<file path="src/rtl/exc_vector_ctrl.sv">
// Exception-entry sequencer: saves EPC, fetches the vector byte and
// loads the PC with the handler address; otherwise passes addr_sel through.
module exc_vector_ctrl #(
    parameter int unsigned MEM_LAT = 2
) (
    input  logic        clk,
    input  logic        reset,
    input  logic        exc_opcode,
    input  logic        exc_ovfl,
    input  logic        exc_div0,
    input  logic [2:0]  ctrl_addr_sel,
    input  logic [31:0] mem_rdata,
    output logic [2:0]  addr_sel,
    output logic        epc_write,
    output logic        pc_write,
    output logic [31:0] handler_addr,
    output logic [1:0]  cause,
    output logic        busy
);

    typedef enum logic [2:0] {
        IDLE,
        SAVE,
        READ,
        LOAD,
        DONE
    } state_t;

    state_t      state_q, state_d;
    logic [1:0]  cause_q, cause_d;
    logic [3:0]  cnt_q, cnt_d;
    logic [7:0]  hbyte_q, hbyte_d;

    logic        unused_rdata;
    assign unused_rdata = ^mem_rdata[31:8];

    always_comb begin
        state_d   = state_q;
        cause_d   = cause_q;
        cnt_d     = cnt_q;
        hbyte_d   = hbyte_q;
        epc_write = 1'b0;
        pc_write  = 1'b0;
        busy      = 1'b1;
        case (state_q)
            IDLE: begin
                busy = 1'b0;
                if (exc_opcode) begin
                    cause_d = 2'd1;
                    state_d = SAVE;
                end else if (exc_ovfl) begin
                    cause_d = 2'd2;
                    state_d = SAVE;
                end else if (exc_div0) begin
                    cause_d = 2'd3;
                    state_d = SAVE;
                end
            end
            SAVE: begin
                epc_write = 1'b1;
                cnt_d     = MEM_LAT[3:0];
                state_d   = READ;
            end
            READ: begin
                cnt_d = cnt_q - 4'd1;
                // Data is valid on the last cycle of the read window.
                if (cnt_q == 4'd1) begin
                    hbyte_d = mem_rdata[7:0];
                    state_d = LOAD;
                end
            end
            LOAD: begin
                pc_write = 1'b1;
                state_d  = DONE;
            end
            DONE: begin
                cause_d = 2'd0;
                state_d = IDLE;
            end
            default: begin
                cause_d = 2'd0;
                state_d = IDLE;
            end
        endcase
    end

    // Vectors 100/101/110 map causes 1/2/3.
    always_comb begin
        if (state_q == IDLE) begin
            addr_sel = ctrl_addr_sel;
        end else begin
            addr_sel = 3'd3 + {1'b0, cause_q};
        end
    end

    assign handler_addr = {24'd0, hbyte_q};
    assign cause        = cause_q;

    always_ff @(posedge clk) begin
        if (reset) begin
            state_q <= IDLE;
            cause_q <= 2'd0;
            cnt_q   <= 4'd0;
            hbyte_q <= 8'd0;
        end else begin
            state_q <= state_d;
            cause_q <= cause_d;
            cnt_q   <= cnt_d;
            hbyte_q <= hbyte_d;
        end
    end

endmodule
</file>
<file path="config.mk">
export PLATFORM = sky130hd
export DESIGN_NAME = exc_vector_ctrl
export DESIGN_NICKNAME = d
export VERILOG_FILES = /design/src/rtl/exc_vector_ctrl.sv
export SDC_FILE = /design/constraint.sdc
export NUM_CORES = 1
export LEC_CHECK = 0
export CAP_MARGIN = 20
export CORE_UTILIZATION = 30
export DETAILED_ROUTE_END_ITERATION = 7
export GPL_ROUTABILITY_DRIVEN = 0
export PLACE_DENSITY = 0.74
export SYNTH_ARGS = -nofsm -noshare
export SYNTH_HDL_FRONTEND = slang
export SYNTH_SLANG_ARGS = --single-unit
</file>
<file path="constraint.sdc">
create_clock -name clk -period 1.55 [get_ports clk]
set_input_delay 0.31 -clock clk [delete_from_list [all_inputs] [get_ports clk]]
set_output_delay 0.31 -clock clk [all_outputs]
set_load 0.05 [all_outputs]
</file>
---- Word-level counts from Yosys, hierarchy flattened ----
Cells that the tools add are included.
word-level totals
  output and inout port bits .............. 40
  register bits after elaboration ......... 17
  bits of input ports ..................... 40
  word-level logic and storage cells ...... 33
cells by class
  add/subtract/negate cells ............... 2
  muxes and demuxes ....................... 14
  equal/unequal tests ..................... 6
  bitwise operators ....................... 1
  reductions and logical operators ........ 6
operators with widths
  kind                 count
  $mux 3               5
  $pmux 3 s4           1
  $pmux 4 s2           1
  $eq 3x2->1 const B   2
  $mux 2               3
  $reduce_and 2->1     3
  $eq 4x1->1 const B   1
  $ne 4x4->1 const B   1
  $pmux 2 s2           1
  $sub 4x1->4 const B  1
  $add 2x2->3 const A  1
  $eq 3x1->1 const B   1
  $logic_not 3->1      1
  $mux 1               3
  $reduce_or 3->1      1
  $ne 2x2->1 const B   1
  $reduce_bool 2->1    1
  $not 1->1            1

---- Longest topological paths before layout ----
  depth in word-level cells ............... 4
  gate-level depth with buffers ........... 5
  gate-level depth less buffers ........... 5

---- Worst setup path before layout ----
OpenSTA, ideal clock, no wires.
  kind .................................... register to output
  from .................................... register state_q[2]
  to ...................................... output addr_sel[0]
  arrival ................................. 2.129 ns
  cell stages (with the launch flop) ...... 6
  slack ................................... -0.889 ns
  path through ............................ dfxtp_1 clkbuf_1 or3_1 clkbuf_1 nor2_1 a21oi_1
between the ends
  longest elaborated chain between the ends .. 2
RTL lines
  element                 RTL line  source
  start, declared         29        state_t state_q, state_d;
  start signal, assigned  106       state_q <= state_d;
  $logic_not 3->1         89        if (state_q == IDLE) begin
  $mux 3                  89
  end, declared           13        output logic [2:0] addr_sel,
No other way between the ends.

---- Worst setup path in the final report ----
  from .................................... register state_q[0]
  to ...................................... output addr_sel[2]
The elaborated chain is that of the path after synthesis.

==> impl_results.md <==
- Status: finished, violations left
- Failing checks: setup timing
- Drc violations: 0
- Final Max Tran Viols: 0
- Crit path DAT: 1.47 ns
- Final Util: 0.525
- DP Area: 0.00146 mm2
- Clk Latency, worst-skew pair: 0.29 ns
- Largest net degree at the start of global routing: 20
- Chip Width: 60.8 um
- Final Hold Fails: 0
- Required time worst endpoint: 1.24 ns
- RSZ-0062 raised after global routing: true
- Synth Cell Area: 0.00104 mm2
- Final wirelength: 2390 um
- Setup-failing EPs final: 15
- Reg clk slew, reported paths: 0.11 ns
- Post-route setup slack: -0.231 ns
- Root Driver: clkbuf_4
- # diodes: 0
- GRT overflow: 0
- Dpl cells: 199
- FMAX: 562 MHz
- Leakage: 0.693 nW
- Non-Filler Instances: 214
- Share of layout cells above drive strength 1: 0.365
- Pre-CTS setup slack: -0.0306 ns
- DIE AREA: 0.00369 mm2
- Post-synth EDFFs: 0
- Worst Setup Start Kind: flip-flop
- Critical path class: reg -> out
- Port bufs: 31
- First-pass DRT Iterations: 4
- Top cell family by delay on the critical path: simple AND/OR/NAND/NOR gates
- Hold WS: 0.463 ns
- Routed WL per cell: 11.2 um
- H-tree Lvls: 1
- Core Region: 0.00315 mm2
- Fin Clk Skew: 0.00606 ns
- Most used DFF post-synth: dfxtp_1
- DR vias: 928
- Worst stage delay on the critical path: 0.48 ns
- DR iter-0 viols: 20
- Synth Instances: 124
- Vias in the first global route: 885
- Min Tclk post-route: 1.78 ns
- Global-route wire length before repair: 3550 um
- Starting Density: 0.329
- Cts bufs inserted: 3
- CTS tree: built
- Synth Register Bits: 17
- Via density: 4.34
- Crit-path cells: or3_4 -> nor2_4 -> a21oi_4 -> buf_12
- Post-CTS Hold Buffers: 0
- Final ANT Viol Nets: 0
- GRT Util Overall: 0.131
- Period utilisation layout: 1.15
- Antenna violations before repair: 0
- Hold Crit Class: reg -> reg
- Syn. warnings: 0
- Power Density: 1290 mW/mm2
- FP Rows: 20
- Clock net sink count: 17
- Total power: 2.13 mW
- CP max stage cell: or3_4
- Post-synth top area share: 0.329
- Distinct cells, synth: 29
- Top-count cell post-synth: buf_4
- Critical path peak fanout: 7
- Post-DP HPWL: 1700 um
- Critical Path Sink Type: primary output
- Area leader, netlist: dfxtp_1
- Synth async-reset ratio: 0
- Max VDD drop: 385 uV
- Seq/Total Area, Yosys: 0.329
- Nets: 214
- CP bufs+invs: 1
- Top-Level Pins: 80
- Setup TNS: -2.22 ns
- Commonest cells post-synth: 24 x buf_4, 17 x dfxtp_1, 16 x nand2_1
- MaxCap Viol Count: 0
- Fin area: 0.00166 mm2
- Maximum root-to-sink buffer count: 2
- Post-synthesis area per instance: 8.35 um2
- Die Y: 60.8 um
- Syn-to-layout area delta: 59.8%
- Synth top area cells: dfxtp_1 33%, buf_4 17%, mux2i_1 8.7%
[logic make-up (layout without fill, tap and decap cells)]
logic type | Yosys count | in the layout | share of synthesized area
xor+xnor | 1 | 1 | 0.00846
other cells | 1 | 24 | 0.00362
flops | 17 | 17 | 0.329
mux | 10 | 10 | 0.0978
buf+inv | 36 | 59 | 0.225
fa+ha+maj | 3 | 3 | 0.0362
compound gates | 15 | 15 | 0.0894
simple gates | 41 | 41 | 0.211
[worst register-to-register path, delay by kind of cell, from the launching register on]
kind,cells,cell delay [ns]
simple gates,2,0.72
buf+inv,3,0.40
flops,1,0.33
mux,1,0.20
[final cells by class]
type,count,area (um2)
Clock inverter,1,5.00
Fill cell,301,1500
Multi-Input combinational cell,94,662
Sequential cell,17,352
Timing Repair Buffer,50,541
Clock buffer,3,22.5
Inverter,5,18.8
Tap cell,44,55.1
[registers in the layout, indices dropped and copies added, names as in the netlist]
signal   flops
hbyte_q      8
state_q      3
cause        2
cnt_q        4
[what timing repair did]
item | CTS | global route
buffers inserted | 9 | 3
endpoints found under the setup margin | 15 | 16
resized for setup | 16 | 9
pin swaps | 5 | 2
[cells in the final DEF, fill, tap and decap left out, types with 4 or more instances in the layout]
master	n
conb_1	24
buf_12	9
buf_4	22
buf_6	4
a21oi_1	5
dfxtp_1	12
mux2i_1	9
nand2_1	16
clkdlybuf4s50_1	15
inv_1	4
[report_power, final]
group / switching [mW] / internal [mW] / total (mW)
sequential: 0.0618 / 0.495 / 0.557
combinational: 0.715 / 0.614 / 1.33
clock: 0.146 / 0.0960 / 0.242
[layer usage]
metal | global-route usage | share of wire | up-vias
met3 | 0.0299 | 0.056 | 2
met4 | 0.0487 | 0.0054 | 0
met5 | 0 | 0 | -
met2 | 0.267 | 0.57 | 32
met1 | 0.124 | 0.37 | 432
li1 | - | - | 462
[worst paths after layout]
path              startpoint  slack (ns)     endpoint  depth (start not counted)
setup / recovery  state_q[0]       -0.23  addr_sel[2]                          4
hold / removal    hbyte_q[7]        0.46   hbyte_q[7]                          2
setup reg to reg  state_q[0]       -0.16   hbyte_q[1]                          6
hold reg to reg   hbyte_q[7]        0.46   hbyte_q[7]                          2
Note: power is estimated with default switching activity, not from simulation.
==> edit 1: new RTL, same flow settings <==
Register the input `exc_opcode` before use, with the module's reset. The logic sees it one clock later. The other inputs are not delayed to match.
--- a/src/rtl/exc_vector_ctrl.sv
+++ b/src/rtl/exc_vector_ctrl.sv
@@ -28,2 +28,12 @@
 
+    logic exc_opcode_q;
+
+    always_ff @(posedge clk) begin
+        if (reset) begin
+            exc_opcode_q <= '0;
+        end else begin
+            exc_opcode_q <= exc_opcode;
+        end
+    end
+
     state_t      state_q, state_d;
@@ -47,3 +57,3 @@
                 busy = 1'b0;
-                if (exc_opcode) begin
+                if (exc_opcode_q) begin
                     cause_d = 2'd1;
Function: changed (a bounded check fails within 4 cycles, from zero or initial values and one cycle with reset high).
==> edit 1 against the original RTL <==
The run still ends with setup timing left; combinational power up 5%; cell area down 0.98%; largest power group unchanged; sequential cell count up 1; routed wire length down 8.9%; sequential share of layout area up 1.1 points; total power up 6.4%; synthesized area up 4.5%; setup slack better by 0.015 ns; non-clock buffer count down 2.
==> edit 1: results (changes against the original RTL) <==
Drt
  – Avg WL per Cell: 9.99 um (-11%)
  – Via Count: 921 (-0.75%)
  – Initial DRC Count: 4 (-80%)

Synth
  – Distinct cells, synth: 35 (+21%)
  – Post-synth top cells: buf_4 (25), dfxtp_1 (18), nand2_1 (16)
  – Post-synthesis sequential area ratio: 33.3% (+0.44 points)
  – Top cells by area, synth: dfxtp_1 (33%), buf_4 (17%), mux2i_1 (7.4%)

Critical path
  – Crit-path max cell delay: 0.49 ns
  – Worst reg-to-reg path cell count: 7 (+1)
  – Reg2Reg Capture Point: cnt_q[0]$_SDFFE_PP0P_
  – Worst Path Max Fanout: 8 (+1)
  – Flop2flop setup slack: 0.18 ns (+0.34 ns)

Worst hold path
  – Worst Hold End: cause[1]$_SDFFE_PP0P_
  – WHS Path Cells: 1 (-1)
  – Hold path startpoint: exc_opcode_q$_SDFF_PP0_

Timing
  – Fin worst setup slack: -0.216 ns (+0.0150 ns)
  – Worst hold slack: 0.457 ns (-0.00532 ns)
  – Layout Skew: 0.00969 ns (+0.00363 ns)
  – Setup Viol. Count Final: 6 (-9)

Placement
  – Hpwl dp: 1470 um (-13%)
  – Pre-CTS setup slack: -0.0154 ns (+0.0152 ns)

Global route
  – Largest net degree at the start of global routing: 22 (+10%)
  – Global-route wire length before repair: 3440 um (-3.1%)
  – Number of global-route vias before repair: 813 (-8.1%)

Run status
  – Failing checks: setup timing
  – Status: finished with violations

Layout
  – Nets@finish: 216 (+0.93%)
  – Layout cells sized above 1: 30.8% (-5.7 points)
  – Largest registers: hbyte_q (8), cnt_q (4), state_q (3)
  – Antenna cell count: 0 (unchanged)

Pwr
  – Worst IR Drop VDD: 0.427 mV (+11%)
  – Leak Pwr: 0.699 nW (+0.96%)
==> edit 1: cells by family (layout without fill, tap and decap cells) <==
logic type,Yosys count,after routing,share of synthesized area [%]
muxes,8,8,7.40
other,1,24,0.346
DFF,18,18,33.3
AOI/OAI and AO/OA,20,20,13.3
xor gates and xnor gates,1,1,0.809
and+or+nand+nor,39,39,17.9
adders and majority gates,3,3,3.47
buffers and inverters,38,59,23.5
==> edit 1: report_power, final <==
group | internal [W] | switching [W]
Sequential | 0.000526 | 0.0000507
Combinational | 0.000628 | 0.000767
Clock | 0.000143 | 0.000151
Total | 0.00130 | 0.000969
==> edit 1: per-stage QoR <==
step                setup TNS [ns]  std cells  cell area [um2]  total power [W]  util, %
floorplan                  -0.0184        151             1230          0.00147        -
global placement           -0.0113        204             1480          0.00179     43.8
detailed placement         -0.0154        204             1480          0.00181     43.8
CTS                         -0.906        212             1580          0.00219     46.7
global route                 -1.23        218             1640          0.00240     48.4
finish                      -0.891        218             1640          0.00227     48.4
==> edit 1: worst max-delay path by stage <==
stage                             from               endpoint
6_report       state_q[0]$_SDFFE_PP0P_            addr_sel[0]
3_5_place_dp                  exc_ovfl  cause[0]$_SDFFE_PP0P_
2_1_floorplan  state_q[2]$_SDFFE_PP0P_            addr_sel[0]
4_1_cts        state_q[2]$_SDFFE_PP0P_            addr_sel[0]
5_1_grt        state_q[0]$_SDFFE_PP0P_            addr_sel[1]
3_3_place_gp                  exc_ovfl  cause[0]$_SDFFE_PP0P_
==> edit 1: metal layers <==
metal	vias up	track usage, %	part of all wire (%)
li1	466	-	-
met1	416	14.7	43
met2	36	21.0	50
met3	3	2.90	6.3
met4	0	3.81	0.87
met5	-	0	0
==> edit 1: final cells by class <==
type,instances,area (um2)
fillers,335,1750
flip-flops and latches,18,367
repair buffers,48,526
multi-input cells,95,627
inverters,7,26.3
clock buffers,4,36.3
well taps,46,57.6
==> edit 1: repair_timing <==
| item | in CTS | in global routing |
|---|---|---|
| setup buffers | 4 | 6 |
| setup endpoints to repair | 6 | 6 |
| endpoints found under the hold margin | 0 | 0 |
| pin swaps | 1 | 2 |
| gates resized for setup | 9 | 4 |
==> edit 2: new RTL, config.mk and constraints unchanged <==
Without the edit above. `hbyte_q` no longer has a reset.
--- a/src/rtl/exc_vector_ctrl.sv
+++ b/src/rtl/exc_vector_ctrl.sv
@@ -103,3 +103,2 @@
             cnt_q   <= 4'd0;
-            hbyte_q <= 8'd0;
         end else begin
@@ -108,3 +107,2 @@
             cnt_q   <= cnt_d;
-            hbyte_q <= hbyte_d;
         end
@@ -112,2 +110,6 @@
 
+    always_ff @(posedge clk) begin
+        hbyte_q <= hbyte_d;
+    end
+
 endmodule
Behaviour: differs if reset is asserted again (counterexample within 10 cycles, from zero or initial values and one cycle with reset high); with reset held inactive, the same outputs for 10 cycles.
==> edit 2 against the original RTL <==
The flow still finishes with violations (setup timing); sequential power increased by 1%; core utilization fell by 2.8 points; synthesized area shrank 0.24%; critical path type unchanged; routed wire length fell by 14%; count of clock-buffer cells in the layout unchanged; sequential cell count unchanged; largest power group unchanged; setup slack better by 0.041 ns; via count is 14% lower; cell area fell by 5.4%; first-iteration DRC count stayed put; total power is 5.2% lower; die area shrank 0.23%; register-to-register slack better by 0.17 ns.
==> edit 2: results (changes against the original RTL) <==
Pwr
  – Worst IR Drop VDD: 0.421 mV (+9.4%)
  – Int Power: 0.00116 W (-4.0%)

Synth
  – Mapped Avg Cell Area: 10.4 um2 (+25%)
  – Post-synth EDFFs: 8 (+8)
  – Top cells by area, synth: edfxtp_1 (23%), buf_4 (19%), dfxtp_1 (17%)
  – Distinct cells, synth: 33 (+14%)

Placement
  – Hpwl dp: 1450 um (-15%)
  – Post-DP Area: 1400 um2 (-3.8%)
  – Placed Cells: 174 (-13%)
  – Pre-CTS setup slack: 0.000839 ns (+0.0314 ns)

Global route
  – Largest net degree at the start of global routing: 18 (-10%)
  – GR Util All Layers: 10.9% (-2.2 points)
  – Number of global-route vias before repair: 677 (-24%)

Critical path
  – Flop2flop setup slack: 0.01 ns (+0.17 ns)
  – Reg2Reg Capture Point: cnt_q[3]$_SDFFE_PP0P_

Layout
  – Nets@finish: 191 (-11%)

Worst hold path
  – Worst Hold End: cause[0]$_SDFFE_PP0P_
  – Hold path startpoint: cause[0]$_SDFFE_PP0P_

Run status
  – Status: finished with violations
  – Failing checks: setup timing

Timing
  – TNS Setup: -0.807 ns (+1.42 ns)
  – Setup Viol. Count Final: 5 (-10)
  – Layout Skew: 0.000587 ns (-0.00548 ns)
  – Fin worst setup slack: -0.190 ns (+0.0408 ns)

Drt
  – Via Count: 795 (-14%)
  – Avg WL per Cell: 10.8 um (-3.6%)
  – Final wirelength: 2060 um (-14%)
[edit 2: changes by cell type in the layout (fill, tap and decap cells not counted), moves of 2 or more]
cell,before,now
dfxtp_1,12,5
buf_12,9,7
edfxtp_1,0,8
buf_4,22,25
mux2i_1,9,0
nand2_1,16,0
[edit 2: final cells by class]
cell class	instances	area, um2
fillers	283	1590
inverters	5	18.8
flip-flops and latches	17	428
well taps	44	55.1
clock buffers	3	22.5
repair buffers	51	523
multi-input cells	70	514
clock inverters	1	5.00
[edit 2: worst min-delay path: cells and delay by family (launching register included)]
kind                   cells  cell delay (ns)
buffers and inverters      1             0.08
AOI/OAI and AO/OA          1             0.07
DFF                        1             0.36
[edit 2: logic make-up after synthesis]
logic type	Yosys count	synth area share, %
buffers and inverters	35	24.3
and+or+nand+nor	25	16.6
DFF	17	40.7
AOI/OAI and AO/OA	16	12.5
adders and majority gates	3	3.63
other	1	0.363
xor gates and xnor gates	1	0.848
muxes	1	1.09
[edit 2: per-layer routing]
metal | global-route usage [%] | up-vias | routed length [um] | part of all wire (%)
li1 | - | 392 | - | -
met1 | 12.7 | 355 | 860 | 42
met2 | 19.9 | 48 | 982 | 48
met3 | 2.35 | 0 | 214 | 10
met4 | 2.92 | 0 | 0 | 0
met5 | 0 | - | 0 | 0
[edit 2: power groups by stage]
stage	sequential [W]	combinational [W]	clock, W
6_report	0.000565	0.00121	0.000241
3_5_place_dp	0.000577	0.00107	0
2_1_floorplan	0.000624	0.000773	0
5_1_grt	0.000572	0.00128	0.000271
4_1_cts	0.000570	0.00116	0.000254
3_3_place_gp	0.000574	0.00106	0
[edit 2: what timing repair did]
action,4_1_cts,5_1_grt
endpoints found under the setup margin,6,6
hold buffers,0,0
gates resized for setup,11,0
buffers inserted,8,6
pin swaps,3,0
